**config.mk**
```make
export PLATFORM = sky130hd
export DESIGN_NAME = layer_engine_fix_flat
export DESIGN_NICKNAME = d
export VERILOG_FILES = /design/src/rtl/layer_engine_fix_pkg.sv /design/src/rtl/layer_engine_fix_if.sv /design/src/rtl/layer_engine_fix_postproc.sv /design/src/rtl/layer_engine_fix.sv /design/src/flat_wrapper.sv
export SDC_FILE = /design/constraint.sdc
export NUM_CORES = 2
export LEC_CHECK = 0
export BUFFER_PORTS_ARGS = -buffer_cell sky130_fd_sc_hd__buf_4
export CAP_MARGIN = 25
export CORE_ASPECT_RATIO = 0.75
export CORE_MARGIN = 2
export CORE_UTILIZATION = 30
export CTS_BUF_LIST = sky130_fd_sc_hd__clkbuf_4 sky130_fd_sc_hd__clkbuf_8
export DETAILED_ROUTE_END_ITERATION = 10
export SLEW_MARGIN = 0
export SYNTH_ARGS = -nofsm -noshare
export SYNTH_HDL_FRONTEND = slang
export SYNTH_SLANG_ARGS = --single-unit
```
**constraint.sdc**
```tcl
create_clock -name clk -period 7.8 [get_ports clk]
set_input_delay 0.39 -clock clk [delete_from_list [all_inputs] [get_ports clk]]
set_output_delay 0.39 -clock clk [all_outputs]
set_load 0.02 [all_outputs]
```
**src/rtl/layer_engine_fix_pkg.sv**
```systemverilog
`default_nettype none
// ============================================================================
// Package     : layer_engine_pkg
// Description : Shared definitions for the fixed-point layer engine: FSM
//               state encoding, accumulator sizing and saturation limits.
// Revision    : 1.0 - initial release
// ============================================================================
package layer_engine_pkg;

    // Engine sequencing states
    typedef enum logic [2:0] {
        ST_IDLE = 3'd0,
        ST_LOAD = 3'd1,
        ST_WAIT = 3'd2,
        ST_MAC  = 3'd3,
        ST_POST = 3'd4
    } state_e;

    // Wide enough to hold (N_IN+1) full-scale products without wrapping
    function automatic int acc_width(input int width, input int n_in);
        return 2 * width + $clog2(n_in + 1);
    endfunction

    // Saturation limits of a signed WIDTH-bit result
    function automatic longint sat_hi(input int width);
        return (longint'(1) <<< (width - 1)) - longint'(1);
    endfunction

    function automatic longint sat_lo(input int width);
        return -(longint'(1) <<< (width - 1));
    endfunction

endpackage : layer_engine_pkg
`default_nettype wire

```
**src/rtl/layer_engine_fix_if.sv**
```systemverilog
`default_nettype none
// ============================================================================
// Interface   : layer_engine_fix_if
// Description : Weight-memory read bus. The engine (master) issues a read
//               strobe and address; the memory (slave) returns data exactly
//               one cycle after the strobe.
// Ports       : mem_rd   - read strobe          (master -> slave)
//               mem_addr - read address         (master -> slave)
//               mem_data - signed read data     (slave  -> master)
// Revision    : 1.0 - initial release
// ============================================================================
interface layer_engine_fix_if #(
    parameter int WIDTH      = 8,
    parameter int ADDR_WIDTH = 16
);
    logic                         mem_rd;
    logic        [ADDR_WIDTH-1:0] mem_addr;
    logic signed [WIDTH-1:0]      mem_data;

    modport master (output mem_rd, output mem_addr, input  mem_data);
    modport slave  (input  mem_rd, input  mem_addr, output mem_data);
endinterface : layer_engine_fix_if
`default_nettype wire

```
**src/rtl/layer_engine_fix_postproc.sv**
```systemverilog
`default_nettype none
// ============================================================================
// Module      : postproc_fix
// Description : Output stage for one neuron: scale, arithmetic shift,
//               optional ReLU and saturation to a signed WIDTH-bit value.
//               Purely combinational; the caller registers the result.
// Ports       : acc - signed accumulator input (ACC_W bits)
//               res - signed saturated result  (WIDTH bits)
// Revision    : 1.0 - initial release
// ============================================================================
module postproc_fix
    import layer_engine_pkg::*;
#(
    parameter int WIDTH     = 8,
    parameter int ACC_W     = 18,
    parameter int SCALE_MUL = 1,
    parameter int SHIFT     = 0,
    parameter int RELU_EN   = 1
) (
    input  logic signed [ACC_W-1:0] acc,
    output logic signed [WIDTH-1:0] res
);
    // Room for a full 32-bit multiplier on top of the accumulator
    localparam int PROD_W = ACC_W + 33;
    localparam logic signed [PROD_W-1:0] c_hi = PROD_W'(sat_hi(WIDTH));
    localparam logic signed [PROD_W-1:0] c_lo = PROD_W'(sat_lo(WIDTH));

    logic signed [PROD_W-1:0] w_scaled;
    logic signed [PROD_W-1:0] w_shifted;
    logic signed [PROD_W-1:0] w_relu;

    assign w_scaled  = PROD_W'(acc) * PROD_W'(SCALE_MUL);
    assign w_shifted = w_scaled >>> SHIFT;
    assign w_relu    = ((RELU_EN != 0) && w_shifted[PROD_W-1]) ? '0 : w_shifted;

    always_comb begin
        res = w_relu[WIDTH-1:0];
        if (w_relu > c_hi) begin
            res = c_hi[WIDTH-1:0];
        end else if (w_relu < c_lo) begin
            res = c_lo[WIDTH-1:0];
        end
    end
endmodule : postproc_fix
`default_nettype wire

```
**src/rtl/layer_engine_fix.sv**
```systemverilog
`default_nettype none
// ============================================================================
// Module      : layer_engine_fix
// Description : Sequential fully-connected layer. For each row (bias row 0,
//               then one row per input) it streams N_OUT weights from memory,
//               then multiplies them by the row argument and accumulates into
//               N_OUT accumulators in one cycle. Results are post-processed
//               and registered once all rows are done.
// Ports       : clk, rst (async, active low), start, base_addr, x_in,
//               mem (weight read bus, master side), busy, out_valid, out
// Revision    : 1.0 - initial release
// ============================================================================
module layer_engine_fix
    import layer_engine_pkg::*;
#(
    parameter int WIDTH      = 8,
    parameter int ADDR_WIDTH = 16,
    parameter int N_IN       = 25,
    parameter int N_OUT      = 10,
    parameter int BIAS_VAL   = 1,
    parameter int SCALE_MUL  = 1,
    parameter int SHIFT      = 0,
    parameter int RELU_EN    = 1
) (
    input  logic                             clk,
    input  logic                             rst,
    input  logic                             start,
    input  logic [ADDR_WIDTH-1:0]            base_addr,
    input  logic [N_IN-1:0][WIDTH-1:0]       x_in,
    layer_engine_fix_if.master               mem,
    output logic                             busy,
    output logic                             out_valid,
    output logic [N_OUT-1:0][WIDTH-1:0]      out
);
    localparam int ACC_W = acc_width(WIDTH, N_IN);
    localparam int COL_W = (N_OUT > 1) ? $clog2(N_OUT) : 1;
    localparam int ROW_W = $clog2(N_IN + 2);

    localparam logic [2:0] S_IDLE = ST_IDLE;
    localparam logic [2:0] S_LOAD = ST_LOAD;
    localparam logic [2:0] S_WAIT = ST_WAIT;
    localparam logic [2:0] S_MAC  = ST_MAC;
    localparam logic [2:0] S_POST = ST_POST;

    logic [2:0]                  r_state;
    logic [COL_W-1:0]            r_col;
    logic [ROW_W-1:0]            r_row;
    logic [ADDR_WIDTH-1:0]       r_base;
    logic [N_IN-1:0][WIDTH-1:0]  r_x;
    logic signed [WIDTH-1:0]     r_w   [N_OUT];
    logic signed [ACC_W-1:0]     r_acc [N_OUT];
    logic                        r_rd_d;
    logic                        r_out_valid;
    logic [N_OUT-1:0][WIDTH-1:0] r_out;

    logic                        w_load;
    logic [ADDR_WIDTH-1:0]       w_addr;
    logic signed [WIDTH-1:0]     w_arg;
    logic signed [2*WIDTH-1:0]   w_prod [N_OUT];
    logic signed [WIDTH-1:0]     w_post [N_OUT];

    assign w_load = (r_state == S_LOAD);
    // Truncation to ADDR_WIDTH gives the modulo-2^ADDR_WIDTH wrap
    assign w_addr = r_base + ADDR_WIDTH'(32'(r_row) * N_OUT + 32'(r_col));

    assign mem.mem_rd   = w_load;
    assign mem.mem_addr = w_load ? w_addr : '0;
    assign busy         = (r_state != S_IDLE);
    assign out_valid    = r_out_valid;
    assign out          = r_out;

    // Row 0 multiplies the bias constant, row r multiplies x[r-1]
    always_comb begin
        w_arg = WIDTH'(BIAS_VAL);
        for (int i = 0; i < N_IN; i++) begin
            if (32'(r_row) == 32'(i + 1)) begin
                w_arg = r_x[i];
            end
        end
    end

    for (genvar j = 0; j < N_OUT; j++) begin : g_lane
        assign w_prod[j] = (2*WIDTH)'(w_arg) * (2*WIDTH)'(r_w[j]);

        postproc_fix #(
            .WIDTH     (WIDTH),
            .ACC_W     (ACC_W),
            .SCALE_MUL (SCALE_MUL),
            .SHIFT     (SHIFT),
            .RELU_EN   (RELU_EN)
        ) u_post (
            .acc (r_acc[j]),
            .res (w_post[j])
        );
    end

    always_ff @(posedge clk or negedge rst) begin
        if (!rst) begin
            r_state     <= S_IDLE;
            r_col       <= '0;
            r_row       <= '0;
            r_base      <= '0;
            r_x         <= '0;
            r_rd_d      <= 1'b0;
            r_out_valid <= 1'b0;
            r_out       <= '0;
            for (int j = 0; j < N_OUT; j++) begin
                r_w[j]   <= '0;
                r_acc[j] <= '0;
            end
        end else begin
            r_rd_d      <= w_load;
            r_out_valid <= 1'b0;

            // Read data trails the strobe by one cycle; the newest word enters
            // at the top so that after N_OUT shifts r_w[0] holds column 0.
            if (r_rd_d) begin
                for (int j = 0; j < N_OUT - 1; j++) begin
                    r_w[j] <= r_w[j+1];
                end
                r_w[N_OUT-1] <= mem.mem_data;
            end

            case (r_state)
                S_IDLE: begin
                    if (start) begin
                        r_base  <= base_addr;
                        r_x     <= x_in;
                        r_row   <= '0;
                        r_col   <= '0;
                        r_state <= S_LOAD;
                        for (int j = 0; j < N_OUT; j++) begin
                            r_acc[j] <= '0;
                        end
                    end
                end
                S_LOAD: begin
                    if (r_col == COL_W'(N_OUT - 1)) begin
                        r_col   <= '0;
                        r_state <= S_WAIT;
                    end else begin
                        r_col <= r_col + 1'b1;
                    end
                end
                S_WAIT: begin
                    r_state <= S_MAC;
                end
                S_MAC: begin
                    for (int j = 0; j < N_OUT; j++) begin
                        r_acc[j] <= r_acc[j] + ACC_W'(w_prod[j]);
                    end
                    if (32'(r_row) < 32'(N_IN)) begin
                        r_row   <= r_row + 1'b1;
                        r_state <= S_LOAD;
                    end else begin
                        r_state <= S_POST;
                    end
                end
                S_POST: begin
                    for (int j = 0; j < N_OUT; j++) begin
                        r_out[j] <= w_post[j];
                    end
                    r_out_valid <= 1'b1;
                    r_state     <= S_IDLE;
                end
                default: begin
                    r_state <= S_IDLE;
                end
            endcase
        end
    end
endmodule : layer_engine_fix
`default_nettype wire

```
**src/flat_wrapper.sv**
```systemverilog
// flat-port wrapper written by rule: the top's interface ports become plain ports
module layer_engine_fix_flat import layer_engine_pkg::*;
#(
    parameter int WIDTH      = 8,
    parameter int ADDR_WIDTH = 16,
    parameter int N_IN       = 25,
    parameter int N_OUT      = 10,
    parameter int BIAS_VAL   = 1,
    parameter int SCALE_MUL  = 1,
    parameter int SHIFT      = 0,
    parameter int RELU_EN    = 1
)
  (clk, rst, start, base_addr, x_in, busy, out_valid, out, mem_mem_rd, mem_mem_addr, mem_mem_data);
  layer_engine_fix_if #(.WIDTH(WIDTH), .ADDR_WIDTH(ADDR_WIDTH)) mem_i ();
  input  logic clk;
  input  logic rst;
  input  logic start;
  input  logic [ADDR_WIDTH-1:0] base_addr;
  input  logic [N_IN-1:0][WIDTH-1:0] x_in;
  output logic busy;
  output logic out_valid;
  output logic [N_OUT-1:0][WIDTH-1:0] out;
  output wire logic [$bits(mem_i.mem_rd)-1:0] mem_mem_rd;
  output wire logic [$bits(mem_i.mem_addr)-1:0] mem_mem_addr;
  input wire logic [$bits(mem_i.mem_data)-1:0] mem_mem_data;
  assign mem_mem_rd = mem_i.mem_rd;
  assign mem_mem_addr = mem_i.mem_addr;
  assign mem_i.mem_data = mem_mem_data;
  layer_engine_fix #(.WIDTH(WIDTH), .ADDR_WIDTH(ADDR_WIDTH), .N_IN(N_IN), .N_OUT(N_OUT), .BIAS_VAL(BIAS_VAL), .SCALE_MUL(SCALE_MUL), .SHIFT(SHIFT), .RELU_EN(RELU_EN)) u_core (.clk(clk), .rst(rst), .start(start), .base_addr(base_addr), .x_in(x_in), .mem(mem_i), .busy(busy), .out_valid(out_valid), .out(out));
endmodule
```
# Word-level counts from Yosys, hierarchy flattened

Index checks and enable logic that the tools add are counted.

Input port bits: 227
Bits in registers: 600
Word-level logic and storage cells: 218
Bits in read-only memories: 0
Memory bits (writable): 0
Bits in latches: 0
Output and inout port bits: 99
Memories kept: 0

Reductions and logical operators: 9
Bitwise gates (word level): 0
$lt $le $gt $ge: 21
Multiplexer cells: 69
Equality and inequality tests: 33
Shift operators: 0
Div/mod/pow operators: 0
$add $sub $neg: 14
Multipliers: 11

Operators by type and width:

| cell                | number |
|---|---|
| $pmux 210 s2        | 1 |
| $mux 8              | 45 |
| $add 21x16->21      | 10 |
| $lt 21x8->1 const B | 10 |
| $mux 210            | 1 |
| $gt 20x7->1 const B | 10 |
| $mux 20             | 10 |
| $mul 8x8->16        | 10 |
| $eq 5x5->1 const B  | 10 |
| $eq 5x4->1 const B  | 8 |
| $eq 5x3->1 const B  | 4 |
| $add 16x16->16      | 1 |
| $mux 16             | 1 |
| $pmux 3 s4          | 1 |
| $add 9x4->10        | 1 |
| $eq 5x2->1 const B  | 2 |
| $mux 5              | 2 |
| $pmux 5 s2          | 1 |
| $mux 3              | 3 |
| $mul 5x3->8 const B | 1 |
| $mux 4              | 2 |
| $pmux 4 s2          | 1 |
| $reduce_and 2->1    | 4 |
| $eq 3x2->1 const B  | 2 |
| other kinds (14)    | 16 |

# Longest topological paths before layout

Word-level depth: 29
Depth in mapped cells: 34
Depth with buffers taken out: 29

# Hierarchy

From an unflattened synthesis, not the netlist that was laid out.

Cells, all modules: 6577
Area total of the unflattened synthesis: 63540.9 µm²

By module, submodules not included:

| module           | times used | sequential area each (µm²) | cells each | area each (µm²) |
|---|---|---|---|---|
| layer_engine_fix | 1          | 15014.4                    | 6367       | 62127.1 |
| postproc_fix     | 10         | 0.0                        | 21         | 141.4 |

# Least setup slack after synthesis

No wires, ideal clock.

Path kind: register -> register
From: register u_core.r_row[2]
To: register u_core.r_acc[81] (netlist bit)
Library setup time: 0.133 ns
Cell stages (with the launch flop): 30
Setup slack: 0.145 ns
Clock period less this slack: 7.655 ns
Arrival: 7.522 ns
Cells stage by stage: dfrtp_1 buf_4 buf_6 buf_4 buf_6 nand2_1 nor2_1 ha_1 clkbuf_1 clkbuf_1 a21oi_1 o21ai_0 o2bb2ai_1 o21ai_0 a31oi_2 clkbuf_1 and2_1 fa_1 fa_1 fa_1 fa_1 ha_1 ha_1 o21a_1 o31ai_1 a2111oi_0 nor3_1 o41ai_1 xnor2_1 o21ai_0

Longest elaborated chain between the ends: 29

RTL lines:

| item                          | RTL line                | RTL |
|---|---|---|
| start, declared               | layer_engine_fix.sv:47  | `logic [ROW_W-1:0] r_row;` |
| start signal, assigned        | layer_engine_fix.sv:153 | `r_row <= r_row + 1'b1;` |
| $eq 5x1->1                    | layer_engine_fix.sv:76  | `if (32'(r_row) == 32'(i + 1)) begin` |
| $mux 8 (24 in a row)          | layer_engine_fix.sv:76  |  |
| $mux 8 *                      | layer_engine_fix.sv:76  |  |
| $mul 8x8->16 *                | layer_engine_fix.sv:83  | `assign w_prod[j] = (2*WIDTH)'(w_arg) * (2*WIDTH)'(r_w[j]);` |
| $add 21x16->21 *              | layer_engine_fix.sv:150 | `r_acc[j] <= r_acc[j] + ACC_W'(w_prod[j]);` |
| $pmux 210 s2 *                | layer_engine_fix.sv:124 | `case (r_state)` |
| end signal, assigned by index | layer_engine_fix.sv:150 |  |
| end, declared                 | layer_engine_fix.sv:51  | `logic signed [ACC_W-1:0] r_acc [N_OUT];` |

Mark *: on every way between the ends. The rest lies on a longest branch, timed or not.
A chain may end at the register's enable or synchronous reset.

# Worst setup path after layout

From: register u_core.r_row[1]
To: register u_core.r_acc[103] (netlist bit)

The elaborated chain is that of the path after synthesis.

==> summary.md <==
| Metric | Value |
|---|---|
| Outcome | `finished clean` |
| DPL Wire Length | `151000 um` |
| Post-synth ARST share | `100%` |
| Nets | `8761` |
| M1 WL | `91500 um` |
| Worst skew pair latency | `~0.85 ns` |
| Yosys cell types | `between 90 and 100` |
| Setup WS pre-CTS | `-0.166 ns` |
| Synthesized flop and latch total | `600` |
| First-pass GRT wire length | `310000 um` |
| Slew Limit Fails | `0` |
| Synth Area per Inst | `roughly 10 um^2` |
| Crit-path most repeated cell | `fa_1` |
| Port bufs | `approximately 330` |
| Critical Path End Type | `flip-flop` |
| Worst hold path class | `in -> async` |
| Slew headroom | `32.0%` |
| Slowest cell on crit path | `fa_1` |
| CTS max path bufs | `3` |
| Setup Skew | `0.106 ns` |
| Synth area leaders | `fa_1 (29%), dfrtp_1 (23%), ha_1 (9.9%), inv_1 (5.1%), mux2_2 (5.1%)` |
| Routed vias | `49434` |
| Initial DRC count | `3553` |
| Mapped Cells | `6259` |
| Core footprint | `212000 um^2` |
| CTS tree | `built` |
| Synth top area share | `between 20% and 30%` |
| Post-route insts no fill | `between 10000 and 15000` |
| Initial DRT Pass Iterations | `5` |
| Die area | `between 200000 and 250000 um^2` |
| Chip height | `between 400 and 500 um` |
| GR Overflow Total | `0` |
| H-Tree Depth | `3` |
| Top FF cell, synth | `dfrtp_1` |
| Number of global-route vias before repair | `~52000` |
| Root buffer cell | `clkbuf_8` |
| Routed wire length | `around 200000 um` |
| DRC | `0` |
| Final Setup Violations | `0` |
| Post-layout min period | `7.61 ns` |
| Worst path required time | `~8.5 ns` |
| P&R area growth vs syn | `22.7%` |
| Syn nets | `7915` |
| GRT Overall Usage | `roughly 18%` |
| Worst setup margin | `0.185 ns` |
| Met3 WL | `roughly 13000 um` |
| WL/cell | `just under 20 um` |
| Worst path max stage delay | `0.58 ns` |
| Uppermost layer routed | `met4` |
| Share of cells above drive strength 1 | `20.7%` |
| Critical Path Source Type | `flip-flop` |
| Crit Path Class | `reg -> reg` |
| Clock transition at path regs | `~0.080 ns` |
| Peak Freq | `roughly 130 MHz` |
| # placed instances | `roughly 9600` |
| Slew @ Worst Pin | `between 1 and 1.5 ns` |
| Sequential share of the synthesized area | `between 20% and 30%` |
| Met2 Wirelength | `between 80000 and 90000 um` |
| Yosys warns | `0` |
| Worst EP arrival | `8.33 ns` |
| # rows | `about 150` |
| Antenna-violating nets left | `0` |
| Die X | `538 um` |
| Total CTS buffers | `100` |
| Period utilization | `97.6%` |
| Global placement routability congestion | `0.952` |
| Leading area contributor after synthesis | `fa_1` |
| Max Cap Viol | `0` |
| Ports | `between 300 and 400` |
| Final Hold Vio Count | `0` |
| Post-synth EDFFs | `0` |
| Clock tree sinks | `600` |
| Routed vias/inst | `about 4.9` |
| Synthesized area | `64100 um^2` |
| Initial core utilization | `between 30% and 40%` |
| CP Max Fanout | `13` |
| Initial antenna violation count | `14` |
| Largest net degree at the start of global routing | `between 150 and 200` |
-- per-stage QoR --
step                      hold WS, ns  setup TNS [ns]  instance area (um^2)  utilization, %
after floorplan                0.0944               0                 64100               -
after global placement          0.430           -1.01                 72900            34.4
after detailed placement        0.432           -1.28                 72900            34.4
after CTS                       0.107               0                 77800            36.7
after global routing            0.183          -0.581                 78600            37.1
final                           0.159               0                 78600            37.1
-- worst max-delay path, delay by kind of cell (launching register included) --
family	cells	cell delay [ns]
AOI/OAI and AO/OA	10	2.11
adders and majority gates	7	3.06
buffers and inverters	8	1.17
DFF	1	0.46
and+or+nand+nor	4	0.74
-- cell type report --
| cell class | count | area [um^2] |
|---|---|---|
| well taps | 2812 | 3520 |
| repair buffers | 1065 | 9240 |
| flip-flops and latches | 600 | 15000 |
| fillers | 20738 | 133000 |
| clock inverters | 41 | 602 |
| multi-input cells | 4462 | 45000 |
| clock buffers | 146 | 1900 |
| diodes | 9 | 22.5 |
| inverters | 876 | 3290 |
-- Yosys cell counts, types with 145 or more instances --
| library cell | instances |
|---|---|
| o31ai_1 | 145 |
| clkbuf_1 | 202 |
| dfrtp_1 | 600 |
| inv_1 | 875 |
| fa_1 | 923 |
| nand2_1 | 587 |
| a21oi_1 | 194 |
| nor2_1 | 199 |
| mux2_2 | 288 |
| o21ai_0 | 170 |
| and2_1 | 243 |
| ha_1 | 506 |
-- what timing repair did --
action	in CTS	in global routing
pin swaps	2	58
gates cloned	0	4
buffers inserted	5	16
hold endpoints to repair	299	0
hold buffers	226	0
endpoints found under the setup margin	21	68
gates resized for setup	11	116
-- final timing paths --
kind                            slack, ns                 to  cells after the start             from
worst min register to register       0.48     u_core.out[12]                      2   u_core.out[12]
min in group clk                     0.32    u_core.r_x[157]                      3        x_in[157]
worst max register to register       0.19  u_core.r_acc[103]                     29  u_core.r_row[1]
worst min-delay path                 0.16    u_core.r_x[134]                      2              rst
max in group asynchronous            5.58  u_core.r_acc[175]                      4              rst
worst max-delay path                 0.19  u_core.r_acc[103]                     29  u_core.r_row[1]
-- flip-flops by register name, summed over array words and instances (netlist names) --
| register | count |
|---|---|
| u_core.r_base | 16 |
| u_core.r_acc | 210 |
| u_core.r_col | 4 |
| u_core.r_w | 80 |
| u_core.r_row | 5 |
| u_core.r_x | 200 |
| u_core.out | 80 |
| u_core.out_valid | 1 |
| u_core.r_state | 3 |
| u_core.r_rd_d | 1 |
-- placed cells by master, fill, tap and decap left out, types with 137 or more instances in the layout --
cell type      synthesis  layout
dlygate4sd3_1          0     226
inv_1                875     869
mux2_2               288     288
dfrtp_1              600     597
nand2_1              587     583
a21oi_1              194     183
ha_1                 506     499
o21ai_0              170     164
buf_4                 11     776
nor2_1               199     192
fa_1                 923     919
and2_1               243     242
o31ai_1              145     137
-- layer usage --
layer	vias to the layer above	global-route usage [%]
met3	361	3.24
met1	25138	26.4
met2	1658	27.2
met5	-	0
met4	0	5.92
li1	22277	-
-- cells by family after synthesis --
group                      Yosys count  share of synthesized area, %
DFF                                600                          23.4
muxes                              297                          5.22
AOI/OAI and AO/OA                 1031                          10.9
and+or+nand+nor                   1482                          11.4
adders and majority gates         1429                          38.7
other                                1                       0.00585
buffers and inverters             1197                          7.32
xor gates and xnor gates           222                          3.03
Power is left out: the tool's default activity adds up to more than one toggle a clock period on the data nets, which glitch-free logic cannot reach.
